<file path="config.mk">
export PLATFORM = sky130hd
export DESIGN_NAME = frame_write_arbiter
export DESIGN_NICKNAME = d
export VERILOG_FILES = /design/src/rtl/common.sv /design/src/rtl/rr_priority_picker.sv /design/src/rtl/frame_write_arbiter.sv
export SDC_FILE = /design/constraint.sdc
export NUM_CORES = 1
export LEC_CHECK = 0
export ABC_AREA = 1
export CORE_UTILIZATION = 43
export DETAILED_ROUTE_END_ITERATION = 16
export PLACE_DENSITY = 0.78
export REMOVE_ABC_BUFFERS = 1
export SLEW_MARGIN = 20
export SYNTH_ARGS = -nofsm -noshare
export SYNTH_HDL_FRONTEND = slang
export SYNTH_SLANG_ARGS = --single-unit
</file>
<file path="constraint.sdc">
create_clock -name clk -period 2.2 [get_ports clk]
set_input_delay 0.33 -clock clk [delete_from_list [all_inputs] [get_ports clk]]
set_output_delay 0.33 -clock clk [all_outputs]
set_load 0.03 [all_outputs]
</file>
<file path="src/rtl/common.sv">
// rtl/common.sv - shared overlay color constants and frame write arbiter state encoding
package common;

    localparam int COLOR_WIDTH = 4;

    localparam logic [COLOR_WIDTH-1:0] COLOR_NONE  = 4'h0;
    localparam logic [COLOR_WIDTH-1:0] COLOR_RED   = 4'h1;
    localparam logic [COLOR_WIDTH-1:0] COLOR_GREEN = 4'h2;
    localparam logic [COLOR_WIDTH-1:0] COLOR_BLUE  = 4'h3;
    localparam logic [COLOR_WIDTH-1:0] COLOR_WHITE = 4'hF;

    typedef enum logic [1:0] {
        ARB    = 2'd0,
        LOCKED = 2'd1,
        CLEAR  = 2'd2
    } arb_state_t;

endpackage

</file>
<file path="src/rtl/rr_priority_picker.sv">
// rtl/rr_priority_picker.sv - combinational round-robin pick, scanning from last+1 upward modulo N
module rr_priority_picker #(
    parameter int N = 3,
    localparam int IW = (N > 1) ? $clog2(N) : 1
) (
    input  logic [N-1:0]  req,
    input  logic [IW-1:0] last,
    output logic [N-1:0]  grant,
    output logic [IW-1:0] idx
);

    logic found;
    int   cand;

    always_comb begin
        grant = '0;
        idx   = '0;
        found = 1'b0;
        cand  = 0;
        for (int off = 1; off <= N; off++) begin
            cand = (int'(last) + off) % N;
            if (!found && req[cand]) begin
                found       = 1'b1;
                grant[cand] = 1'b1;
                idx         = IW'(cand);
            end
        end
    end

endmodule

</file>
<file path="src/rtl/frame_write_arbiter.sv">
// rtl/frame_write_arbiter.sv - round-robin pixel write port arbiter with lock and full-frame clear
module frame_write_arbiter
    import common::*;
#(
    parameter int WIDTH   = 640,
    parameter int HEIGHT  = 480,
    parameter int NUM_REQ = 3,
    localparam int XW = $clog2(WIDTH),
    localparam int YW = $clog2(HEIGHT),
    localparam int IW = $clog2(NUM_REQ)
) (
    input  logic                                clk,
    input  logic                                reset,
    input  logic [NUM_REQ-1:0]                  req_valid,
    input  logic [NUM_REQ-1:0]                  req_lock,
    input  logic [NUM_REQ-1:0][XW-1:0]          req_x,
    input  logic [NUM_REQ-1:0][YW-1:0]          req_y,
    input  logic [NUM_REQ-1:0][COLOR_WIDTH-1:0] req_color,
    output logic [NUM_REQ-1:0]                  req_ready,
    input  logic                                clear_start,
    output logic                                busy,
    output logic                                clear_done,
    output logic                                wr_en,
    output logic [XW-1:0]                       wr_x,
    output logic [YW-1:0]                       wr_y,
    output logic [COLOR_WIDTH-1:0]              wr_color
);

    arb_state_t           state, next_state;
    logic [IW-1:0]        last_grant, owner, pick_idx, sel;
    logic [NUM_REQ-1:0]   pick_grant;
    logic [XW-1:0]        cx;
    logic [YW-1:0]        cy;
    logic                 clear_pending, clear_last, xfer, arb_grant;

    rr_priority_picker #(.N(NUM_REQ)) u_picker (
        .req   (req_valid),
        .last  (last_grant),
        .grant (pick_grant),
        .idx   (pick_idx)
    );

    assign clear_last = (cx == XW'(WIDTH - 1)) && (cy == YW'(HEIGHT - 1));
    assign arb_grant  = (state == ARB) && !clear_pending && (|pick_grant);
    assign xfer       = |(req_valid & req_ready);
    assign busy       = clear_pending || (state == CLEAR);

    always_comb begin
        next_state = state;
        req_ready  = '0;
        sel        = pick_idx;
        case (state)
            ARB: begin
                if (clear_pending) begin
                    next_state = CLEAR;
                end else begin
                    req_ready = pick_grant;
                    if ((|pick_grant) && req_lock[pick_idx]) next_state = LOCKED;
                end
            end
            LOCKED: begin
                sel              = owner;
                req_ready[owner] = req_valid[owner];
                // Dropping the lock ends ownership whether or not a final beat moves.
                if (!req_lock[owner]) next_state = ARB;
            end
            CLEAR: begin
                if (clear_last) next_state = ARB;
            end
            default: next_state = ARB;
        endcase
        if (!reset) req_ready = '0;
    end

    always_ff @(posedge clk) begin
        if (!reset) begin
            state         <= ARB;
            last_grant    <= IW'(NUM_REQ - 1);
            owner         <= '0;
            clear_pending <= 1'b0;
            cx            <= '0;
            cy            <= '0;
            wr_en         <= 1'b0;
            wr_x          <= '0;
            wr_y          <= '0;
            wr_color      <= COLOR_NONE;
            clear_done    <= 1'b0;
        end else begin
            state      <= next_state;
            wr_en      <= 1'b0;
            clear_done <= 1'b0;
            if (arb_grant) begin
                last_grant <= pick_idx;
                owner      <= pick_idx;
            end
            if (xfer) begin
                wr_en    <= 1'b1;
                wr_x     <= req_x[sel];
                wr_y     <= req_y[sel];
                wr_color <= req_color[sel];
            end
            if (state == CLEAR) begin
                wr_en    <= 1'b1;
                wr_x     <= cx;
                wr_y     <= cy;
                wr_color <= COLOR_NONE;
                if (clear_last) begin
                    cx            <= '0;
                    cy            <= '0;
                    clear_pending <= 1'b0;
                    clear_done    <= 1'b1;
                end else if (cx == XW'(WIDTH - 1)) begin
                    cx <= '0;
                    cy <= cy + YW'(1);
                end else begin
                    cx <= cx + XW'(1);
                end
            end else if (clear_start && !clear_pending) begin
                // A second request while one is pending or sweeping is dropped.
                clear_pending <= 1'b1;
            end
        end
    end

endmodule

</file>
## Word-level counts from Yosys, hierarchy flattened

Index checks and enable logic that the tools add are counted.

- Input port bits: 78
- Output and inout port bits: 29
- Logic and storage cells: 127
- Bits in registers: 51

- Reduce and logical (&&, ||, !) cells: 26
- Mux-type cells: 60
- Equality and inequality tests: 7
- Bitwise gates (word level): 5
- Add/sub/neg operators: 5
- $lt $le $gt $ge: 10
- Divide/modulo/power cells: 3

Operators with widths:

| cell | number |
|---|---|
| 32-bit by 1-bit >= comparator with 1-bit output, second input constant | 3 |
| 32-bit by 4-bit < comparator with 1-bit output, second input constant | 3 |
| 32-bit by 3-bit modulo with 32-bit output, second input constant | 3 |
| 10-bit two-way mux | 5 |
| 9-bit two-way mux | 5 |
| 1-bit two-way mux | 21 |
| 10-bit binary-select mux with 2-bit select | 1 |
| 9-bit binary-select mux with 2-bit select | 1 |
| 2-bit two-way mux | 8 |
| 3-bit two-way mux | 5 |
| 1-bit binary-select mux with 2-bit select | 6 |
| 1-bit logical AND | 11 |
| 10-bit by 1-bit adder with 10-bit output, second input constant | 1 |
| 10-bit equality test, second input constant | 1 |
| 9-bit by 1-bit adder with 9-bit output, second input constant | 1 |
| 9-bit equality test, second input constant | 1 |
| 2-bit by 3-bit < comparator with 1-bit output, second input constant | 3 |
| 4-bit binary-select mux with 2-bit select | 1 |
| 1-bit demux with 2-bit select | 4 |
| 2-bit by 2-bit adder with 3-bit output, second input constant | 2 |
| 3-bit AND | 2 |
| 3-bit bitwise OR | 2 |
| 2-bit one-hot mux with 3 select lines | 1 |
| 3-bit one-hot mux with 2 select lines | 1 |
| other kinds (16) | 24 |

## Longest topological paths before layout

- Depth in word-level cells: 19
- Depth in mapped cells: 20
- Mapped depth without buffers: 19

## Modules after synthesis

Synthesis repeated with hierarchy kept, for this count alone.

- Cells, all modules: 572
- Area total of the unflattened synthesis: 3417.0 µm²

Modules (own cells, without submodules):

| module | times used | area each (µm²) | cells an instance | seq. area each (µm²) |
|---|---|---|---|---|
| frame_write_arbiter | 1 | 3100.5 | 514 | 1001.0 |
| rr_priority_picker | 1 | 316.6 | 58 | 0.0 |

## Worst setup path after synthesis

No wires, ideal clock.

- Path type: register to output
- Start point: register last_grant[0]
- End point: output port req_ready[0]
- Buffers on the path: 0
- Arrival: 2.095 ns
- Cell stages (with the launch flop): 13
- Setup slack: -0.225 ns
- Data required time: 1.870 ns
- Cells stage by stage: dfxtp_1 > inv_1 > ha_1 > inv_2 > nand2_2 > nand3_4 > nand2_4 > nand3_1 > nand2_1 > inv_2 > nand2_1 > nand2_1 > a21oi_1

- Cells in the longest elaborated chain, start to end: 15
- Elaborated cells between the ends (all ways): 44
- Classes of those cells: add/sub (3); div (3); order compare (6); mux (23); bitwise (2); reduce/logical (7)

RTL lines:

| item | RTL line | text |
|---|---|---|
| start: declaration | frame_write_arbiter.sv:30 | `logic [IW-1:0] last_grant, owner, pick_idx, sel;` |
| start signal: assignment | frame_write_arbiter.sv:78 | `last_grant <= IW'(NUM_REQ - 1);` |
| start signal: assignment | frame_write_arbiter.sv:93 | `last_grant <= pick_idx;` |
| branches (longest 11 deep; another with 32-bit by 3-bit modulo with 32-bit output) | - |  |
| 3-bit two-way mux (*) | rr_priority_picker.sv:22 | `if (!found && req[cand]) begin` |
| 3-bit two-way mux (*) | frame_write_arbiter.sv:54 | `if (clear_pending) begin` |
| 3-bit one-hot mux with 2 select lines (*) | frame_write_arbiter.sv:52 | `case (state)` |
| 3-bit two-way mux (*) | frame_write_arbiter.sv:72 | `if (!reset) req_ready = '0;` |
| end: declaration | frame_write_arbiter.sv:19 | `output logic [NUM_REQ-1:0] req_ready,` |

Mark *: on every way between the ends. The select of a mux whose other input is x is not followed.

## Final worst setup path

- Start point: register last_grant[0]
- End point: output port req_ready[1]

The elaborated chain is that of the path after synthesis.

==> impl_metrics.env <==
export IMPL_cell_at_the_root_of_the_clock_tree="sky130_fd_sc_hd__clkbuf_8"
export IMPL_syn2layout_area_growth_pct=57.1
export IMPL_cp_common_cell="sky130_fd_sc_hd__nand2_4"
export IMPL_setup_worst_path_end_class="output pin"
export IMPL_hold_start="wr_color[1]$_SDFFE_PP0P_"
export IMPL_dp_hpwl_mm=8.24
export IMPL_min_period_ns=2.39
export IMPL_design_core_area_sq_um=7410
export IMPL_routed_wl_mm=11.1
export IMPL_clock_sinks=50
export IMPL_synthesis_instances=524
export IMPL_outcome="finished, violations left"
export IMPL_postSynth_topFlopCell="sky130_fd_sc_hd__dfxtp_1"
export IMPL_syn_cell_area_sq_um=3380
export IMPL_start_util=0.456
export IMPL_max_cap_violations=0
export IMPL_antenna_violating_nets_left=0
export IMPL_fin_hold_ws_ns=0.446
export IMPL_die_height_microns=90.6
export IMPL_cell_area_after_placement_sq_um=4810
export IMPL_min_delay_path_class="register to register"
export IMPL_vias_per_cell=5.06
export IMPL_pwr_density_cell_nw_per_um2=1560
export IMPL_dr_total_vias=3918
export IMPL_drive_above_1_share=0.236
export IMPL_timing_max_transition_violations_final=0
export IMPL_timing_final_setup_violations=26
export IMPL_worstPathBufferInverterCount=2
export IMPL_gp_routability_congestion=0.991
export IMPL_nNetsFinal=758
export IMPL_top_count_cell_post_synth="sky130_fd_sc_hd__nand2_1"
export IMPL_timing_critical_path_arrival_ns=2.06
export IMPL_fin_cells=774
export IMPL_place_port_buffers=106
export IMPL_clock_skew_final_ns=0.00774
export IMPL_core_rowCount=31
export IMPL_post_route_design_area_sq_um=5310
export IMPL_total_leakage_power_nw=2.40
export IMPL_critPathTopFamily="simple AND/OR/NAND/NOR gates"
export IMPL_fp_dieArea_sq_um=8210
export IMPL_worstMarginPinSlew_ns=0.409
export IMPL_crit_required_ns=1.87
export IMPL_worst_slew_margin_rel=0.725
export IMPL_avgRoutedWirePerCell_microns=14.4
export IMPL_critPathLaunchType="register"
export IMPL_synthDistinctLibCells=40
export IMPL_yosys_top_cells_count="176 x sky130_fd_sc_hd__nand2_1, 54 x sky130_fd_sc_hd__nor2_1, 50 x sky130_fd_sc_hd__dfxtp_1, 42 x sky130_fd_sc_hd__inv_1, 36 x sky130_fd_sc_hd__nand3_1"
export IMPL_critPathMaxStageDelay_ns=0.33
export IMPL_final_period_utilization=1.09
export IMPL_diodes=0
export IMPL_synth_yosys_warnings=0
export IMPL_synth_sequential_area_ratio=0.296
export IMPL_clock_path_buffers=2
export IMPL_timing_rr_start="last_grant[0]$_SDFFE_PN0P_"
export IMPL_tritoncts="built"
export IMPL_grt_remaining_overflow=0
export IMPL_clkLatencyLatePin_ns=0.30
export IMPL_synth_largest_area_cell="sky130_fd_sc_hd__dfxtp_1"
export IMPL_power_ir_vdd_worst_uv=736
export IMPL_p_total_w=0.00830
export IMPL_worst_setup_hold_path_clk_slew_ns=0.09
export IMPL_max_clock_freq_ghz=0.418
export IMPL_timing_hold_violations_final=0
export IMPL_worst_setup_path_type="register to output pin"
export IMPL_synth_edf_count=0
export IMPL_grt_first_pass_wirelength_mm=17.3
export IMPL_ys_async_sr_fraction=0
export IMPL_syn_area_per_cell_sq_um=6.44
export IMPL_drt_drc_violations_left=0
export IMPL_filler_cell_count=562
export IMPL_grt_setup_unrepaired="yes"
export IMPL_htreeDepth=2
export IMPL_largest_net_degree_at_the_start_of_global_routing=29
export IMPL_cpMaxStageDelayCell="sky130_fd_sc_hd__dfxtp_2"
export IMPL_post_synth_top_area_fraction=0.296
export IMPL_via_count_of_the_first_global_routing_pass=3603
export IMPL_cp_max_fo=5
export IMPL_post_synth_main_area_contributors="sky130_fd_sc_hd__dfxtp_1 30%, sky130_fd_sc_hd__nand2_1 20%, sky130_fd_sc_hd__nor2_1 6.0%"
export IMPL_critical_path_cell_chain="buf_4, ha_4, o21ai_1, nand2_2, nor2_4, nand3_4, nand2_4, nand2_4, a21oi_2, buf_6"
export IMPL_boundaryPins=107
export IMPL_grt_util_all_layers=0.259
export IMPL_first_drt_iteration_drcs=352
export IMPL_ys_ff_latch=50
export IMPL_cts_made_buffers=5
export IMPL_r2r_setup_slack_ns=-0.13
export IMPL_die_w_microns=90.6
export IMPL_critical_path_startpoint="last_grant[0]$_SDFFE_PN0P_"
export IMPL_layout_setup_ws_ns=-0.191
export IMPL_grt_antenna_before_repair=0
export IMPL_violations="setup timing"
export IMPL_firstDrtPassIters=6
export IMPL_post_cts_hold_buffer_count=0
export IMPL_dp_cells=755
==> metal layers <==
layer  part of all wire  global-route usage  vias to the layer above
li1                   -                   -                     1977
met5                  0                   0                        -
met2               0.48               0.447                      143
met4             0.0084              0.0403                        0
met3              0.060              0.0421                       11
met1               0.45               0.345                     1787
==> tightest hold or removal path: cells and delay by family (launching register included) <==
kind	cells	cell delay, ns
flip-flops	1	0.31
AND/OR/NAND/NOR	2	0.10
==> cells by family (layout without fill, tap and decap cells) <==
kind of cell	Yosys count	after routing	synth area share
XOR/XNOR	7	7	0.0182
buffers and inverters	70	221	0.0960
AND/OR/NAND/NOR	315	315	0.426
AO/OA/AOI/OAI	76	76	0.142
adder cells (fa/ha/maj)	6	6	0.0222
flip-flops	50	50	0.296
==> area by class of cell <==
class,instances,area [sq um],area share
timing repair buffer,161,1580,0.297
clock inverter,2,12.5,0.00236
inverter,52,210,0.0396
multi-input combinational,404,2300,0.433
tap,99,124,0.0233
clock buffer,6,82.6,0.0156
sequential,50,1000,0.189
==> repair_timing <==
item / 4_1_cts / 5_1_grt
resized for setup: 47 / 34
buffers inserted: 8 / 3
setup endpoints to repair: 27 / 31
pin swaps: 18 / 28
cloned: 0 / 0
==> worst paths after layout <==
kind	endpoint	depth (start not counted)
worst max-delay path	req_ready[1]	10
worst min-delay path	wr_color[1]$_SDFFE_PP0P_	2
worst max register to register	wr_x[5]$_SDFFE_PN0P_	16
worst min register to register	wr_color[1]$_SDFFE_PP0P_	2
==> cell usage in the layout (no fill, tap or decap), drive strengths merged, types with 2 or more instances in the layout <==
cell / count
nor2: 60
nor3: 8
clkdlybuf4s50: 102
a21oi: 18
ha: 6
o21bai: 8
xor2: 4
nand3: 44
dfxtp: 50
inv: 52
buf: 59
nor4: 2
or2: 3
clkbuf: 6
o21ai: 38
a211oi: 2
xnor2: 3
nand4: 6
nand2: 191
o211ai: 9
==> stage by stage <==
step | setup WS, ns | util | TNS (ns)
final | -0.191 | 0.716 | -2.38
after global routing | -0.246 | 0.716 | -5.03
after CTS | -0.117 | 0.696 | -0.839
after detailed placement | -0.287 | 0.649 | -4.99
after global placement | -0.204 | 0.649 | -3.51
after floorplan | -0.325 | - | -6.68
==> flip-flops by register name (all words and copies together), names as in the netlist <==
signal and flops:
clear_pending 1, wr_x 10, state 2, last_grant 2, wr_color 4, owner 1, wr_en 1, clear_done 1
wr_y 9, cx 10, cy 9
==> power by group <==
| group | internal [W] | leakage, nW | switching, W |
|---|---|---|---|
| combinational | 0.00273 | 1.95 | 0.00369 |
| sequential | 0.00116 | 0.407 | 0.000161 |
| clock | 0.000253 | 0.0472 | 0.000298 |
| total | 0.00415 | 2.40 | 0.00415 |
Power figures use the tool's default switching activity.
